**config.mk**
```make
export PLATFORM = sky130hd
export DESIGN_NAME = hc595_monitor_flat
export DESIGN_NICKNAME = d
export VERILOG_FILES = /design/src/rtl/hc595_pkg.sv /design/src/rtl/hc595_if.sv /design/src/rtl/sync_edge.sv /design/src/rtl/hc595_monitor.sv /design/src/flat_wrapper.sv
export SDC_FILE = /design/constraint.sdc
export NUM_CORES = 1
export LEC_CHECK = 0
export CORE_MARGIN = 5
export CORE_UTILIZATION = 48
export CTS_BUF_LIST = sky130_fd_sc_hd__clkbuf_8 sky130_fd_sc_hd__clkbuf_16
export CTS_CLUSTER_DIAMETER = 80
export DETAILED_ROUTE_END_ITERATION = 10
export PLACE_DENSITY = 0.76
export SYNTH_ARGS = -nofsm -noshare
export SYNTH_HDL_FRONTEND = slang
export SYNTH_HIERARCHICAL = 1
export SYNTH_SLANG_ARGS = --single-unit
```
**constraint.sdc**
```tcl
create_clock -name sys_clk -period 3.45 [get_ports sys_clk]
set_input_delay 0.69 -clock sys_clk [delete_from_list [all_inputs] [get_ports sys_clk]]
set_output_delay 0.69 -clock sys_clk [all_outputs]
set_load 0.1 [all_outputs]
```
**src/rtl/hc595_pkg.sv**
```systemverilog
// hc595_pkg: shared constants, state type and frame-field helper for the 595 monitor
package hc595_pkg;
    localparam int FRAME_BITS = 16;
    localparam int DIGITS     = 4;
    localparam int SEG_LSB    = 8;
    localparam int SEG_W      = 8;
    localparam int SEL_LSB    = 0;
    localparam int SEL_W      = DIGITS;
    localparam int PAD_LSB    = 4;
    localparam int PAD_W      = 4;
    localparam int CNT_W      = $clog2(FRAME_BITS + 2);

    typedef enum logic {IDLE, SHIFTING} rx_state_t;

    function automatic logic sel_ok(input logic [FRAME_BITS-1:0] f);
        return f[PAD_LSB +: PAD_W] == '0 && $onehot(f[SEL_LSB +: SEL_W]);
    endfunction
endpackage

```
**src/rtl/hc595_if.sv**
```systemverilog
// hc595_if: 595 pin bundle plus the monitor's decoded results
interface hc595_if;
    import hc595_pkg::*;
    logic                      segled_clk;
    logic                      segled_dat;
    logic                      segled_str;
    logic [FRAME_BITS-1:0]     frame_data;
    logic                      frame_valid;
    logic                      frame_err;
    logic                      sel_err;
    logic [DIGITS*SEG_W-1:0]   seg_mirror;
    logic [15:0]               frame_cnt;

    modport master (
        output segled_clk, segled_dat, segled_str,
        input  frame_data, frame_valid, frame_err, sel_err, seg_mirror, frame_cnt
    );
    modport slave (
        input  segled_clk, segled_dat, segled_str,
        output frame_data, frame_valid, frame_err, sel_err, seg_mirror, frame_cnt
    );
endinterface

```
**src/rtl/sync_edge.sv**
```systemverilog
// sync_edge: 2-flop synchronizer with a delay register for rising-edge detection
module sync_edge (
    input  logic clk,
    input  logic rst,
    input  logic d,
    output logic level,
    output logic rise
);
    logic s1, s2, dly;

    // Metastability chain followed by the edge-detect delay stage
    always_ff @(posedge clk or posedge rst)
        if (rst) begin
            s1  <= 1'b0;
            s2  <= 1'b0;
            dly <= 1'b0;
        end else begin
            s1  <= d;
            s2  <= s1;
            dly <= s2;
        end

    assign level = s2;
    assign rise  = s2 & ~dly;
endmodule

```
**src/rtl/hc595_monitor.sv**
```systemverilog
// hc595_monitor: snoops a 74HC595 serial bus, latches frames and mirrors the segment bytes
module hc595_monitor
    import hc595_pkg::*;
#(
    parameter int TIMEOUT = 4096
) (
    input logic    sys_clk,
    input logic    sys_rst,
    hc595_if.slave bus
);
    localparam int TW = $clog2(TIMEOUT + 1);
    localparam logic [CNT_W-1:0] CNT_ONE  = CNT_W'(1);
    localparam logic [CNT_W-1:0] CNT_FULL = CNT_W'(FRAME_BITS);
    localparam logic [CNT_W-1:0] CNT_SAT  = CNT_W'(FRAME_BITS + 1);
    localparam logic [TW-1:0]    T_LAST   = TW'(TIMEOUT - 1);

    logic clk_rise, str_rise, dat;
    logic clk_lvl_unused, str_lvl_unused, dat_rise_unused;
    rx_state_t state, state_nxt;
    logic [FRAME_BITS-1:0] sr;
    logic [CNT_W-1:0] bit_cnt;
    logic [TW-1:0] tcnt;
    logic counting, timeout;

    sync_edge u_clk (.clk(sys_clk), .rst(sys_rst), .d(bus.segled_clk), .level(clk_lvl_unused), .rise(clk_rise));
    sync_edge u_dat (.clk(sys_clk), .rst(sys_rst), .d(bus.segled_dat), .level(dat), .rise(dat_rise_unused));
    sync_edge u_str (.clk(sys_clk), .rst(sys_rst), .d(bus.segled_str), .level(str_lvl_unused), .rise(str_rise));

    // Receive state register
    always_ff @(posedge sys_clk or posedge sys_rst)
        if (sys_rst) state <= IDLE;
        else state <= state_nxt;

    // A shift edge always leaves us mid-frame (even alongside a strobe); a lone strobe or a stall ends it
    always_comb
        state_nxt = clk_rise ? SHIFTING : (str_rise || timeout) ? IDLE : state;

    // Stall timer runs only mid-frame and only in cycles with no edge
    always_comb begin
        counting = state == SHIFTING && !clk_rise && !str_rise;
        timeout  = counting && tcnt == T_LAST;
    end

    // Shift register, saturating bit counter and stall timer; a stall keeps the shifted bits
    always_ff @(posedge sys_clk or posedge sys_rst)
        if (sys_rst) begin
            sr      <= '0;
            bit_cnt <= '0;
            tcnt    <= '0;
        end else begin
            if (clk_rise) sr <= {sr[FRAME_BITS-2:0], dat};
            bit_cnt <= str_rise ? (clk_rise ? CNT_ONE : '0)
                     : clk_rise ? (bit_cnt == CNT_SAT ? bit_cnt : bit_cnt + CNT_ONE)
                     : timeout ? '0 : bit_cnt;
            tcnt    <= (counting && !timeout) ? tcnt + TW'(1) : '0;
        end

    // Strobe latches the pre-shift register and updates one mirror byte for clean frames
    always_ff @(posedge sys_clk or posedge sys_rst)
        if (sys_rst) begin
            bus.frame_data  <= '0;
            bus.frame_valid <= 1'b0;
            bus.frame_err   <= 1'b0;
            bus.sel_err     <= 1'b0;
            bus.seg_mirror  <= '0;
            bus.frame_cnt   <= '0;
        end else begin
            bus.frame_valid <= str_rise;
            bus.frame_err   <= str_rise && bit_cnt != CNT_FULL;
            bus.sel_err     <= str_rise && !sel_ok(sr);
            if (str_rise) begin
                bus.frame_data <= sr;
                bus.frame_cnt  <= bus.frame_cnt + 16'd1;
            end
            if (str_rise && bit_cnt == CNT_FULL && sel_ok(sr))
                for (int i = 0; i < DIGITS; i++)
                    if (sr[SEL_LSB + i]) bus.seg_mirror[SEG_W*i +: SEG_W] <= sr[SEG_LSB +: SEG_W];
        end
endmodule

```
**src/flat_wrapper.sv**
```systemverilog
// flat-port wrapper written by rule: the top's interface ports become plain ports
module hc595_monitor_flat import hc595_pkg::*;
#(
    parameter int TIMEOUT = 4096
)
  (sys_clk, sys_rst, bus_segled_clk, bus_segled_dat, bus_segled_str, bus_frame_data, bus_frame_valid, bus_frame_err, bus_sel_err, bus_seg_mirror, bus_frame_cnt);
  hc595_if bus_i ();
  input logic sys_clk;
  input logic sys_rst;
  input wire logic [$bits(bus_i.segled_clk)-1:0] bus_segled_clk;
  input wire logic [$bits(bus_i.segled_dat)-1:0] bus_segled_dat;
  input wire logic [$bits(bus_i.segled_str)-1:0] bus_segled_str;
  output wire logic [$bits(bus_i.frame_data)-1:0] bus_frame_data;
  output wire logic [$bits(bus_i.frame_valid)-1:0] bus_frame_valid;
  output wire logic [$bits(bus_i.frame_err)-1:0] bus_frame_err;
  output wire logic [$bits(bus_i.sel_err)-1:0] bus_sel_err;
  output wire logic [$bits(bus_i.seg_mirror)-1:0] bus_seg_mirror;
  output wire logic [$bits(bus_i.frame_cnt)-1:0] bus_frame_cnt;
  assign bus_i.segled_clk = bus_segled_clk;
  assign bus_i.segled_dat = bus_segled_dat;
  assign bus_i.segled_str = bus_segled_str;
  assign bus_frame_data = bus_i.frame_data;
  assign bus_frame_valid = bus_i.frame_valid;
  assign bus_frame_err = bus_i.frame_err;
  assign bus_sel_err = bus_i.sel_err;
  assign bus_seg_mirror = bus_i.seg_mirror;
  assign bus_frame_cnt = bus_i.frame_cnt;
  hc595_monitor #(.TIMEOUT(TIMEOUT)) u_core (.sys_clk(sys_clk), .sys_rst(sys_rst), .bus(bus_i));
endmodule
```
==> metrics.txt <==
# TYPE chip_impl_metric gauge
chip_impl_info{name="run_status",value="finished, final reports clean"} 1
chip_impl_metric{name="crit_fanout",unit=""} 8
chip_impl_metric{name="post_dp_area",unit="µm²"} 5260
chip_impl_metric{name="clock-sinks",unit=""} 110
chip_impl_metric{name="min_period",unit="ns"} 3.32
chip_impl_metric{name="start_util",unit="%"} 48.6
chip_impl_metric{name="fin_area",unit="µm²"} 5440
chip_impl_metric{name="total_standard_cell_area_after_synthesis",unit="µm²"} 4450
chip_impl_metric{name="grt.overflow.total",unit=""} 0
chip_impl_info{name="criticalPathCategory",value="register to register"} 1
chip_impl_metric{name="tns",unit="ns"} 0
chip_impl_metric{name="fin_util",unit="%"} 59.5
chip_impl_metric{name="register_area",unit="µm²"} 2750
chip_impl_metric{name="avgViaCountPerCell",unit=""} 5.21
chip_impl_metric{name="switching_fraction",unit="%"} 43.8
chip_impl_metric{name="dieWidth",unit="µm"} 106
chip_impl_info{name="commonest_cells_after_routing_fill_and_taps_aside",value="dfrtp_1, mux2_2, clkdlybuf4s50_1, buf_4, nor2_1"} 1
chip_impl_metric{name="drv_slew",unit=""} 0
chip_impl_metric{name="number_of_buffers_on_the_longest_clock_path",unit=""} 2
chip_impl_metric{name="detail_route.wl_per_cell",unit="µm"} 17.0
chip_impl_info{name="critical_path.endpoint_type",value="register"} 1
chip_impl_metric{name="drtIter0Drc",unit=""} 105
chip_impl_metric{name="max_freq",unit="MHz"} 302
chip_impl_metric{name="syn_to_final_growth",unit="%"} 22.4
chip_impl_metric{name="place.port_buffers",unit=""} 71
chip_impl_metric{name="globalRouteTotalUtil",unit="%"} 16.9
chip_impl_metric{name="clock_pin_slew_on_the_worst_setup_and_hold_paths",unit="ns"} 0.10
chip_impl_metric{name="post-route-period-util",unit="%"} 96.1
chip_impl_metric{name="grt_max_degree",unit=""} 47
chip_impl_metric{name="final.setup_skew",unit="ns"} 0.0116
chip_impl_metric{name="worstPathRequired",unit="ns"} 3.71
chip_impl_metric{name="synth.yosys.warnings",unit=""} 6
chip_impl_info{name="crit_path_start_kind",value="register"} 1
chip_impl_info{name="cts_tree",value="done"} 1
chip_impl_metric{name="maxCapViolations",unit=""} 0
chip_impl_info{name="most_common_cell_after_layout_fill_and_taps_aside",value="dfrtp_1"} 1
chip_impl_metric{name="hpwlAfterDp",unit="µm"} 6050
chip_impl_metric{name="grt_first_pass_wirelength",unit="µm"} 15000
chip_impl_metric{name="drt_first_pass_iters",unit=""} 4
chip_impl_metric{name="multi_input_comb_area",unit="µm²"} 1610
chip_impl_info{name="grt_setup_unrepaired",value="yes"} 1
chip_impl_metric{name="hold_viol_final",unit=""} 0
chip_impl_metric{name="total_leakage_power",unit="µW"} 0.00263
chip_impl_metric{name="power_density",unit="nW/µm²"} 673
chip_impl_metric{name="syn_area_per_cell",unit="µm²"} 13.8
chip_impl_metric{name="slew_at_the_pin_closest_to_its_max_slew_limit",unit="ns"} 0.990
chip_impl_metric{name="routabilityCongestion",unit=""} 0.758
chip_impl_metric{name="io_pins",unit=""} 72
chip_impl_metric{name="synth_cells",unit=""} 322
chip_impl_metric{name="preCtsSetupSlack",unit="ns"} 0.124
chip_impl_metric{name="final.fill_count",unit=""} 726
chip_impl_metric{name="timing.final.setup_violations",unit=""} 0
chip_impl_metric{name="layout.nets",unit=""} 414
chip_impl_metric{name="irDropWorstVdd",unit="mV"} 0.454
chip_impl_metric{name="antenna-diode-count",unit=""} 0
chip_impl_metric{name="die-area",unit="µm²"} 11300
chip_impl_metric{name="post_cts_resize_count",unit=""} 0
chip_impl_metric{name="post-route-worst-setup-slack",unit="ns"} 0.134
chip_impl_metric{name="slew-limit-headroom",unit="%"} 33.8
chip_impl_info{name="ctsRootBufferMaster",value="clkbuf_8"} 1
chip_impl_metric{name="fin_hold_ws",unit="ns"} 0.364
chip_impl_metric{name="reg_power_share",unit="%"} 45.6
chip_impl_metric{name="std_cell_rows",unit=""} 35
chip_impl_metric{name="route.antenna.remaining_nets",unit=""} 0
chip_impl_info{name="worst_hold_path_type",value="register to register"} 1
chip_impl_metric{name="totalWireLength",unit="µm"} 8790
chip_impl_metric{name="antenna_found_initial",unit=""} 0
chip_impl_metric{name="cts_buffers",unit=""} 9
chip_impl_metric{name="first_global_vias",unit=""} 2849
chip_impl_metric{name="post_route_cells_drive_above_1_share",unit="%"} 27.8
chip_impl_metric{name="p_clk_share",unit="%"} 19.7
chip_impl_metric{name="cp_data_arrival_time",unit="ns"} 3.57
chip_impl_metric{name="synthesized_net_count",unit=""} 335
chip_impl_metric{name="p_comb_share",unit="%"} 34.8
chip_impl_metric{name="die_h",unit="µm"} 106
chip_impl_metric{name="cellInternalPower",unit="µW"} 2060
chip_impl_metric{name="drt_drc_violations_left",unit=""} 0
chip_impl_metric{name="htree_num_levels",unit=""} 3
chip_impl_metric{name="num_vias",unit=""} 2691
chip_impl_metric{name="fp.coreArea",unit="µm²"} 9150
chip_impl_metric{name="insertion_delay",unit="ns"} 0.37
chip_impl_metric{name="power_switching",unit="µW"} 1600
-- registers in the layout, summed over array words and instances (netlist names), 5 cells and up --
signal,flops
u_core/bus.seg_mirror,32
u_core/bus.frame_cnt,16
u_core/bus.frame_data,16
u_core/sr,16
u_core/tcnt,13
u_core/bit_cnt,5
-- what timing repair did --
item	in CTS	in global routing
endpoints found under the setup margin	0	8
hold buffers	0	0
buffers inserted	0	0
-- cell type report --
type	instances	area share, %
Clock inverter	7	1.03
Inverter	16	1.15
Multi-Input combinational cell	189	29.6
Timing Repair Buffer	75	12.9
Sequential cell	110	50.6
Tap cell	111	2.55
Clock buffer	9	2.28
-- power groups by stage --
| stage | clock [µW] | combinational (µW) | sequential [µW] |
|---|---|---|---|
| 2_1_floorplan | 0 | 269 | 2380 |
| 3_3_place_gp | 0 | 1270 | 1690 |
| 3_5_place_dp | 0 | 1280 | 1700 |
| 4_1_cts | 741 | 1290 | 1680 |
| 5_1_grt | 794 | 1330 | 1710 |
| 6_report | 720 | 1270 | 1670 |
-- final timing paths --
kind,from,end,slack (ns),cells past startpoint
setup / recovery,u_core/sr[0],u_core/bus.seg_mirror[19],0.13,9
hold / removal,u_core/u_clk/s1,u_core/u_clk/level,0.36,0
setup reg to reg,u_core/sr[0],u_core/bus.seg_mirror[19],0.13,9
min in group asynchronous,sys_rst,u_core/u_dat/s1,0.69,2
hold reg to reg,u_core/u_clk/s1,u_core/u_clk/level,0.36,0
max in group asynchronous,sys_rst,u_core/sr[4],1.87,3
-- worst max-delay path: stages (launching register included) --
cell	delay (ns)
dfrtp_1	0.41
inv_1	0.09
fa_1	0.54
inv_1	0.04
ha_1	0.17
ha_1	0.26
or4b_1	0.57
nor4_4	0.34
nand4_2	0.39
mux2_2	0.40
-- metrics by stage --
| stage | std cells | total power [µW] |
|---|---|---|
| floorplan | 322 | 2650 |
| global placement | 501 | 2950 |
| detailed placement | 501 | 2980 |
| CTS | 517 | 3700 |
| global route | 517 | 3830 |
| finish | 517 | 3660 |
-- routing by layer --
layer	part of all wire, %	wire, µm	track usage (%)
met1	45	3930	22.1
met2	49	4280	26.8
met3	5.0	440	4.80
met4	1.6	143	6.11
met5	0	0	0
No activity file was read; power rests on OpenSTA's default activity.
